File: src/rtl/booth_mult_if.sv
// Handshake and operand/result bundle between the control unit and the Booth multiplier.
interface booth_mult_if;
  logic        mult;
  logic [31:0] A;
  logic [31:0] B;
  logic [31:0] HI;
  logic [31:0] LO;
  logic        fim;
  logic        busy;

  modport master (
    output mult, A, B,
    input  HI, LO, fim, busy
  );

  modport slave (
    input  mult, A, B,
    output HI, LO, fim, busy
  );
endinterface

File: src/rtl/booth_mult.sv
// Sequential radix-2 Booth multiplier: 32x32 signed -> 64-bit product, one recoding step per clock.
module booth_mult (
  input  logic         clk,
  input  logic         reset,
  booth_mult_if.slave  bus
);

  typedef enum logic [1:0] {
    IDLE = 2'd0,
    CALC = 2'd1,
    DONE = 2'd2
  } state_t;

  state_t      state_reg, state_next;
  logic [32:0] acc_reg,   acc_next;
  logic [31:0] q_reg,     q_next;
  logic [32:0] m_reg,     m_next;
  logic        q1_reg,    q1_next;
  logic [5:0]  cnt_reg,   cnt_next;
  logic [31:0] hi_reg,    hi_next;
  logic [31:0] lo_reg,    lo_next;
  logic        fim_reg,   fim_next;
  logic        busy_reg,  busy_next;

  logic [32:0] sum;
  logic [32:0] acc_shift;
  logic [31:0] q_shift;
  logic        q1_shift;

  always_ff @(posedge clk or negedge reset) begin
    if (!reset) begin
      state_reg <= IDLE;
      acc_reg   <= 33'd0;
      q_reg     <= 32'd0;
      m_reg     <= 33'd0;
      q1_reg    <= 1'b0;
      cnt_reg   <= 6'd0;
      hi_reg    <= 32'd0;
      lo_reg    <= 32'd0;
      fim_reg   <= 1'b0;
      busy_reg  <= 1'b0;
    end else begin
      state_reg <= state_next;
      acc_reg   <= acc_next;
      q_reg     <= q_next;
      m_reg     <= m_next;
      q1_reg    <= q1_next;
      cnt_reg   <= cnt_next;
      hi_reg    <= hi_next;
      lo_reg    <= lo_next;
      fim_reg   <= fim_next;
      busy_reg  <= busy_next;
    end
  end

  // Booth step: 33-bit add/sub (carry discarded), then arithmetic shift of {acc,Q,q_1}.
  always_comb begin
    sum = acc_reg;
    case ({q_reg[0], q1_reg})
      2'b01:   sum = acc_reg + m_reg;
      2'b10:   sum = acc_reg - m_reg;
      default: sum = acc_reg;
    endcase
    acc_shift = {sum[32], sum[32:1]};
    q_shift   = {sum[0], q_reg[31:1]};
    q1_shift  = q_reg[0];
  end

  always_comb begin
    state_next = state_reg;
    acc_next   = acc_reg;
    q_next     = q_reg;
    m_next     = m_reg;
    q1_next    = q1_reg;
    cnt_next   = cnt_reg;
    hi_next    = hi_reg;
    lo_next    = lo_reg;
    fim_next   = 1'b0;
    busy_next  = busy_reg;

    case (state_reg)
      IDLE: begin
        if (bus.mult) begin
          m_next     = {bus.A[31], bus.A};
          q_next     = bus.B;
          acc_next   = 33'd0;
          q1_next    = 1'b0;
          cnt_next   = 6'd0;
          busy_next  = 1'b1;
          state_next = CALC;
        end
      end
      CALC: begin
        acc_next = acc_shift;
        q_next   = q_shift;
        q1_next  = q1_shift;
        cnt_next = cnt_reg + 6'd1;
        if (cnt_reg == 6'd31) begin
          hi_next    = acc_shift[31:0];
          lo_next    = q_shift;
          state_next = DONE;
        end
      end
      DONE: begin
        // fim rises and busy falls together; mult is not looked at here.
        fim_next   = 1'b1;
        busy_next  = 1'b0;
        state_next = IDLE;
      end
      default: begin
        state_next = IDLE;
      end
    endcase
  end

  assign bus.HI   = hi_reg;
  assign bus.LO   = lo_reg;
  assign bus.fim  = fim_reg;
  assign bus.busy = busy_reg;

endmodule
File: src/flat_wrapper.sv
// flat-port wrapper written by rule: the top's interface ports become plain ports
module booth_mult_flat 
  (clk, reset, bus_mult, bus_A, bus_B, bus_HI, bus_LO, bus_fim, bus_busy);
  booth_mult_if bus_i ();
  input  logic clk;
  input  logic reset;
  input wire logic [$bits(bus_i.mult)-1:0] bus_mult;
  input wire logic [$bits(bus_i.A)-1:0] bus_A;
  input wire logic [$bits(bus_i.B)-1:0] bus_B;
  output wire logic [$bits(bus_i.HI)-1:0] bus_HI;
  output wire logic [$bits(bus_i.LO)-1:0] bus_LO;
  output wire logic [$bits(bus_i.fim)-1:0] bus_fim;
  output wire logic [$bits(bus_i.busy)-1:0] bus_busy;
  assign bus_i.mult = bus_mult;
  assign bus_i.A = bus_A;
  assign bus_i.B = bus_B;
  assign bus_HI = bus_i.HI;
  assign bus_LO = bus_i.LO;
  assign bus_fim = bus_i.fim;
  assign bus_busy = bus_i.busy;
  booth_mult u_core (.clk(clk), .reset(reset), .bus(bus_i));
endmodule
File: config.mk
export PLATFORM = sky130hd
export DESIGN_NAME = booth_mult_flat
export DESIGN_NICKNAME = d
export VERILOG_FILES = /design/src/rtl/booth_mult_if.sv /design/src/rtl/booth_mult.sv /design/src/flat_wrapper.sv
export SDC_FILE = /design/constraint.sdc
export NUM_CORES = 1
export LEC_CHECK = 0
export CORE_ASPECT_RATIO = 1.5
export CORE_MARGIN = 2
export CORE_UTILIZATION = 60
export DETAILED_ROUTE_END_ITERATION = 10
export PLACE_DENSITY = 0.95
export SYNTH_ARGS = -nofsm -noshare
export SYNTH_HDL_FRONTEND = slang
export SYNTH_SLANG_ARGS = --single-unit
File: constraint.sdc
create_clock -name clk -period 10.7 [get_ports clk]
set_input_delay 1.605 -clock clk [delete_from_list [all_inputs] [get_ports clk]]
set_output_delay 1.605 -clock clk [all_outputs]
set_load 0.01 [all_outputs]
==> results.md, run 1 <==
- The cell taking the most area after synthesis is sky130_fd_sc_hd__dfrtp_1.
- The power share of the sequential group is between 20% and 30%.
- The count of nets left with antenna violations once routing finished came out at 0.
- For this design the top-level I/O count stands at roughly 130.
- The analysis attributes to net switching a power of approximately 2.1 mW.
- The total vias in the final route is 8280.
- The worst-skew pair later-pin latency is ~430 ps.
- The static power due to leakage is 5.05 nW.
- Summing the areas of all xor and xnor instances in the mapped netlist gives 5.13% of the synthesized area.
- The setup TNS is 0 ps.
- The total area inside the core boundary comes to 0.0156 mm².
- The number of hold buffers added after cts is 0.
- Across the routed clock network, the largest skew measured is 11.9 ps.
- The path with the worst hold slack has its endpoint at u_core.bus.HI[2].
- At the pin with the least slew margin, the transition time is 1070 ps.
- In this run the critical register-to-register path is launched from u_core.m_reg[3].
- The post-synth design cell area is 0.00956 mm².
- Of the available clock period, the critical path in the final layout requires a little under half.
- The run finished with clean final reports.
- Of the cells placed in the final design, the portion with a size suffix greater than 1 is 8.20%.
- The growth of design area from synthesis to finish is 20.8%.
- The worst setup path is launched from a flop.
- The number of antenna violations at the first check in global routing is 0.
- The site row count is 56.
- The data required time of the worst path is roughly 11000 ps.
- In the post-synthesis netlist, the biggest area contributors are sky130_fd_sc_hd__dfrtp_1 45%, sky130_fd_sc_hd__nand2_1 8.2%, sky130_fd_sc_hd__o21ai_0 5.4%.
- Entering global routing, the biggest net connects 121 pins.
- The share of synthesized cell area in full adder, half adder and majority cells is 4.79%.
- The share of Yosys cell area claimed by the top area cell type is between 40 and 50%.
- The first global-routing pass estimated 39900 µm of wire.
- The ratio of total power to cell area is 412 mW/mm².
- The portion of synthesized area spent on multiplexers is 4.62%.
- The aggregate global-route resource usage is 29.3%.
- Net switching is a little under half of the power.
- The detail-routed via count per cell is 6.08.
- The detailed router finished its first iteration with 802 violations.
- The HPWL after detailed placement is 16400 µm.
- Clock tree synthesis found a total of 171 sinks.
- The cell depth of the worst flop-to-flop path is 15.
- In this run, CTS created clock tree buffers numbering 17.
- The number of antenna diodes in the final layout is 0.
- The mean instance size in the synthesized netlist is between 9 and 10 µm².
- Once the floorplan was initialized, standard cells occupied 61.2% of the core.
- The clock network power share is 12.8%.
- The number of slew-limit violations in the final report is 0.
- Setup repair after global routing left no endpoint under its margin.
- The synthesized netlist devotes 17.6% of its cell area to simple gates.
- Of the total power, combinational logic draws 60.7%.
- The setup-violating endpoint count in the final report is 0.
- The via count of the first global-routing pass is 8278.
- The setup check on the worst reg-to-reg path leaves a slack of between 5000 and 6000 ps.
- Routability-driven placement finished with a final weighted congestion of 0.951.
- The number of cells upsized or downsized after cts is 0.
- The arrival time of the worst setup path is 5120 ps.
- Along the worst path, the maximum fanout reaches 5.
- The count of final hold-check violations is 0.
- The quantity of I/O buffers inserted on ports is 132.
- For this run, the detailed router's first-pass iteration total came to 5.
- The path type of the worst setup path is flop to flop.
- After the flow finishes, the layout carries non-filler instances totaling 1361.
- The final-stage net count is 1249.
- The tightest min-delay check is of the flop to flop type.
- The number of enable flip-flop cells after synthesis is 0.
- The upper clock frequency limit is 208 MHz.
- The maximum clock path buffer count is 2.
- Wires add up to 24100 µm.
- Along the worst hold path, the cell count comes to 2.
- Synthesis instantiated 67 different standard cells from the library.
- STA classifies the critical path endpoint as a flop.
- The master cell of the clock root buffer is sky130_fd_sc_hd__clkbuf_16.
- The clock-pin slew on the worst setup and hold paths is approximately 70 ps.
- In this run the most critical hold path is launched from u_core.bus.HI[2].
- The detailed-route DRC error count is 0.
- The die covers between 0.015 and 0.02 mm².
- The setup fix buffers added after clock tree synthesis is 0.
- The worst vdd rail ir drop is 189 µV.
- The sequential area share after synthesis is 44.8%.
- The share of flip-flops with an asynchronous set or reset after synthesis is 100%.
- The number of synthesis warnings is 0.
- Counting flops and latches in the post-synthesis netlist gives 171.
- By area, the combinational part of the netlist is dominated by compound AO/OA/AOI/OAI gates.
- The post-synth net total is 1151.
- The final hold slack is 478 ps.
- The max capacitance violation total is 0.
- The number of instances in the synthesized netlist is 1048.
- Ranked by instance count, the synthesized netlist is headed by 209 x sky130_fd_sc_hd__nand2_1, 171 x sky130_fd_sc_hd__dfrtp_1, 103 x sky130_fd_sc_hd__o21ai_0.
- The capturing point of the worst reg2reg path is u_core.bus.HI[21].
- In the synthesized netlist the dominant register cell turns out to be sky130_fd_sc_hd__dfrtp_1.
- Yosys instantiated no cell more often than sky130_fd_sc_hd__nand2_1.
- The smallest clock period supported by the final layout is computed as 4820 ps.
- From bottom edge to top edge, the die measures 159 µm.
- The cell-internal power is 2.61 mW.
- After detailed placement, the design holds a cell count of between 1000 and 1500.
- The worst slew margin relative to its limit is 28.9%.
- The clock tree from TritonCTS is built.
- The die extent in x is 107 µm.
- Summing the areas of all compound-gate instances in the mapped netlist gives around a fifth of the synthesized area.
- After detailed routing, the average wire length per cell comes to 17.7 µm.
- CTS built an H-tree with a depth of 4.
- The global route total overflow is 0.
-- power by group through the flow --
stage | Sequential, mW | Clock [mW] | Combinational, mW
floorplan | 1.24 | 0 | 2.03
detailed placement | 1.25 | 0 | 2.81
finish | 1.26 | 0.610 | 2.89
CTS | 1.25 | 0.616 | 2.85
global placement | 1.24 | 0 | 2.72
global route | 1.29 | 0.641 | 3.18
-- layout make-up --
cell class | count | area (µm²)
tap | 203 | 254
fill | 1117 | 4080
clock buffer | 17 | 425
sequential | 171 | 4280
timing repair buffer | 143 | 1410
clock inverter | 14 | 151
inverter | 19 | 71.3
multi-input combinational | 794 | 4960
-- kinds of logic after synthesis --
kind of cell / Yosys count
buf+inv: 83
xor+xnor: 56
simple gates: 358
compound gates: 304
mux: 40
fa+ha+maj: 36
flops: 171
-- cell usage in the layout, fill, tap and decap left out, types with 3 or more instances in the layout --
cell                                n
sky130_fd_sc_hd__clkbuf_16         17
sky130_fd_sc_hd__dfrtp_1          171
sky130_fd_sc_hd__inv_1             18
sky130_fd_sc_hd__nand2_1          208
sky130_fd_sc_hd__inv_6              5
sky130_fd_sc_hd__nor3_1            17
sky130_fd_sc_hd__and2_1             3
sky130_fd_sc_hd__nand2b_1          10
sky130_fd_sc_hd__a21o_1            18
sky130_fd_sc_hd__a21boi_0           4
sky130_fd_sc_hd__o31ai_1            7
sky130_fd_sc_hd__mux2i_1            7
sky130_fd_sc_hd__mux2_2            33
sky130_fd_sc_hd__nand3_1            4
sky130_fd_sc_hd__a31oi_1            8
sky130_fd_sc_hd__ha_1              35
sky130_fd_sc_hd__clkdlybuf4s50_1  131
sky130_fd_sc_hd__nor2_1            35
sky130_fd_sc_hd__nor3b_1            3
sky130_fd_sc_hd__xnor2_1           40
sky130_fd_sc_hd__o21ai_0          103
sky130_fd_sc_hd__and3_1             8
sky130_fd_sc_hd__nand4_1           11
sky130_fd_sc_hd__inv_8              4
sky130_fd_sc_hd__a32oi_1            4
sky130_fd_sc_hd__nor2b_1           38
sky130_fd_sc_hd__xor2_1            16
sky130_fd_sc_hd__a211oi_1           4
sky130_fd_sc_hd__buf_4             11
sky130_fd_sc_hd__a21oi_1           80
sky130_fd_sc_hd__a22oi_1           31
sky130_fd_sc_hd__a22o_1            20
sky130_fd_sc_hd__a211o_1            3
-- through the flow --
stage / cell area [µm²] / power [mW] / utilization, % / setup WS [ps]
floorplan: 9560 / 3.27 / - / 6380
global placement: 11000 / 3.95 / 70.2 / 6140
detailed placement: 11000 / 4.06 / 70.2 / 6020
CTS: 11500 / 4.72 / 73.9 / 5990
global route: 11500 / 5.12 / 73.9 / 5540
finish: 11500 / 4.76 / 73.9 / 5880
-- layer usage --
layer,wire [µm],up-vias,global-route usage (%)
met5,0,-,0
met4,772,0,12.6
met3,1290,73,4.67
met2,12500,362,51.4
met1,9480,3968,35.7
li1,-,3877,-
-- worst max path at each step --
stage	start	to	slack [ps]	depth (start not counted)
3_3_place_gp	u_core.m_reg[3]	u_core.bus.HI[30]	6140	17
2_1_floorplan	u_core.m_reg[3]	u_core.acc_reg[30]	6380	17
6_report	u_core.m_reg[3]	u_core.bus.HI[21]	5880	15
4_1_cts	u_core.m_reg[3]	u_core.bus.HI[21]	5990	15
5_1_grt	u_core.m_reg[3]	u_core.bus.HI[30]	5540	17
3_5_place_dp	u_core.m_reg[3]	u_core.acc_reg[30]	6020	17
-- critical path, cell delays in order (launching register included) --
cell	delay (ps)
sky130_fd_sc_hd__dfrtp_1	420
sky130_fd_sc_hd__or3_4	420
sky130_fd_sc_hd__or3_4	340
sky130_fd_sc_hd__or4_4	440
sky130_fd_sc_hd__o41ai_1	320
sky130_fd_sc_hd__xor2_1	120
sky130_fd_sc_hd__ha_1	390
sky130_fd_sc_hd__and4_1	240
sky130_fd_sc_hd__nand3_1	100
sky130_fd_sc_hd__a21oi_1	270
sky130_fd_sc_hd__nor2_1	120
sky130_fd_sc_hd__o31ai_1	580
sky130_fd_sc_hd__a31oi_1	230
sky130_fd_sc_hd__o21ai_0	390
sky130_fd_sc_hd__mux2i_1	230
sky130_fd_sc_hd__nand2_1	70
Note: power is estimated with default switching activity, not from simulation.
==> run 2, diff against run 1 <==
CORE_UTILIZATION = 56   (was 60)
PLACE_DENSITY = 0.9   (was 0.95)
clock period = 4.72 ns   (was 10.7 ns; I/O delays follow)
==> results.md, run 2 (synthesis results as in run 1) <==
- The total power consumption of the routed design is between 10 and 15 mW.
- The worst vdd rail ir drop is 420 µV.
- The clock drives 171 sinks.
- For this design, the CTS-stage hold fixing added 0 buffers.
- The detailed-routing iteration count for the pre-antenna-repair pass is 5.
- The area of the die is approximately 0.018 mm².
- The worst setup path is captured at a flop.
- The startpoint class of the critical path is a flop.
- The area growth from synthesis to layout is 22.5%.
- The site row count is 58.
- The upper clock frequency limit is between 200 and 250 MHz.
- The number of clock buffers added by TritonCTS is 17.
- The count of nets left with antenna violations once routing finished came out at 0.
- The number of diodes is 0.
- The total instance count after detailed placement is 1347.
- The slew at the pin closest to its max-slew limit is 920 ps.
- The run finished with clean final reports.
- In this run the tool buffered the top-level ports with 132 buffer cells.
- For this run the aggregate overflow at the end of global routing stands at 0.
- The detail-routed via count per cell is about 6.
- The total routed wirelength is 23900 µm.
- The clock tree synthesis step divided the H-tree into 4 levels.
- Leaving out fill and tap cells, the most frequent cells in the layout are 208 x sky130_fd_sc_hd__nand2_1, 171 x sky130_fd_sc_hd__dfrtp_1, 131 x sky130_fd_sc_hd__clkdlybuf4s50_1.
- The number of antenna violations at the first check in global routing was 0.
- The worst slew margin relative to its limit is 38.7%.
- The core area is 0.0168 mm².
- The number of slew-limit violations in the final report is 0.
- The via count of the first global-routing pass is 8032.
- Entering global routing, the biggest net connects roughly 100 pins.
- The minimum period implied by the final worst setup slack is between 4000 and 5000 ps.
- Once placement finished, the instance area stood at 0.0110 mm².
- The final setup skew is 16.2 ps.
- Setup repair after global routing could not meet its margin everywhere.
- The worst-skew pair later-pin latency is 430 ps.
- For the worst setup path, the data required time is 5020 ps.
- The finished layout holds 1381 standard cells, fillers aside.
- The final hold slack is approximately 340 ps.
- In this run the worst hold path is classified as input port to asynchronous set/reset pin.
- The ratio of total power to cell area is roughly 940 mW/mm².
- The static power due to leakage is between 5 and 6 nW.
- The master cell of the clock root buffer is sky130_fd_sc_hd__clkbuf_16.
- The HPWL after detailed placement is 16700 µm.
- Global routing used 26.2% of the available tracks across all layers.
- The count of final hold-check violations is 0.
- In this run the count of I/O pins placed on the die edge is between 100 and 150.
- The vertical extent of the die is about 160 µm.
- Across all layers, the routed design uses 8256 vias.
- The cell area after layout is 0.0117 mm².
- The biggest fanout along the worst timing path is 8.
- The die extent in x is between 100 and 150 µm.
- The final-stage net count is 1261.
- The filler cells instantiated in the layout total 1277.
- The path type of the worst setup path is flop to flop.
- STA puts the critical path data arrival time at just under 5000 ps.
- The detailed-route DRC error count is 0.
- The starting density of the core is 57.0%.
- The most common library cell in the layout ignoring fill and taps is sky130_fd_sc_hd__nand2_1.
- Setup violations remaining at the end of the flow were counted as 0.
- The max capacitance violation total is 0.
- In the final routed layout, each cell accounts on average for approximately 17 µm.
- The global-route wire length before repair is a little under 40000 µm.
- The maximum clock path buffer count is 2.
- After the first detailed-routing iteration, the DRC count stood at between 800 and 900.
- The worst path uses between 90% and 100% of the clock period.
- The clock tree from TritonCTS is built.
- In the final layout, the share of cells above drive strength 1 is 9.91%.
- The clock-pin slew on the worst setup and hold paths is 80 ps.
- The global placement routability congestion is slightly below 0.9.
==> run 2: per-layer routing <==
metal  up-vias  wire length (µm)  track usage (%)
li1       3897                 -                -
met1      3988              9640             32.4
met2       304             12300             45.7
met3        67              1170             4.10
met4         0               811             11.4
met5         -                 0                0
==> run 2: metrics by stage <==
step | worst slack, ps | TNS (ps) | util [%]
final | 141 | 0 | 69.8
after global placement | 285 | 0 | 65.9
after detailed placement | 61.8 | 0 | 65.9
after CTS | 60.3 | 0 | 69.5
after floorplan | 400 | 0 | -
after global routing | -27.0 | -27.0 | 69.8
==> run 2: final timing paths <==
check	startpoint	endpoint	slack, ps	cells past startpoint
worst max register to register	u_core.m_reg[3]	u_core.bus.HI[25]	140	17
worst min-delay path	reset	u_core.m_reg[6]	340	1
min in group clk	u_core.bus.LO[17]	u_core.bus.LO[17]	480	2
max in group asynchronous	reset	u_core.bus.HI[27]	3320	2
worst min register to register	u_core.bus.LO[17]	u_core.bus.LO[17]	480	2
worst max-delay path	u_core.m_reg[3]	u_core.bus.HI[25]	140	17
==> run 2: worst max-delay path, cell delays in order (launching register included) <==
cell and delay [ps]:
sky130_fd_sc_hd__dfrtp_1 420, sky130_fd_sc_hd__or3_4 420, sky130_fd_sc_hd__or3_4 350, sky130_fd_sc_hd__or4_4 440, sky130_fd_sc_hd__or2_4 290, sky130_fd_sc_hd__o31ai_2 200
sky130_fd_sc_hd__xor2_1 260, sky130_fd_sc_hd__ha_4 270, sky130_fd_sc_hd__a21oi_2 180, sky130_fd_sc_hd__o21ai_0 150, sky130_fd_sc_hd__a21o_1 210, sky130_fd_sc_hd__a21oi_1 140
sky130_fd_sc_hd__o31ai_1 80, sky130_fd_sc_hd__buf_4 160, sky130_fd_sc_hd__a211oi_2 230, sky130_fd_sc_hd__xor2_1 180, sky130_fd_sc_hd__o21ai_0 130, sky130_fd_sc_hd__mux2_2 320
==> run 2: timing repair <==
item | in CTS | in global routing
setup buffers | 0 | 2
endpoints found under the setup margin | 0 | 15
gates resized for setup | 0 | 11
==> run 2: power by group <==
group / total, mW / internal, mW / switching, mW
clock: 1.40 / 0.715 / 0.684
sequential: 2.84 / 2.20 / 0.647
combinational: 6.72 / 3.12 / 3.60
==> run 2: cell type report <==
| class | count | area (µm²) | share of cell area [%] |
|---|---|---|---|
| tap | 210 | 263 | 2.24 |
| sequential | 171 | 4280 | 36.6 |
| clock inverter | 15 | 178 | 1.52 |
| inverter | 19 | 71.3 | 0.609 |
| multi-input combinational | 794 | 4990 | 42.7 |
| timing repair buffer | 155 | 1500 | 12.8 |
| clock buffer | 17 | 425 | 3.63 |
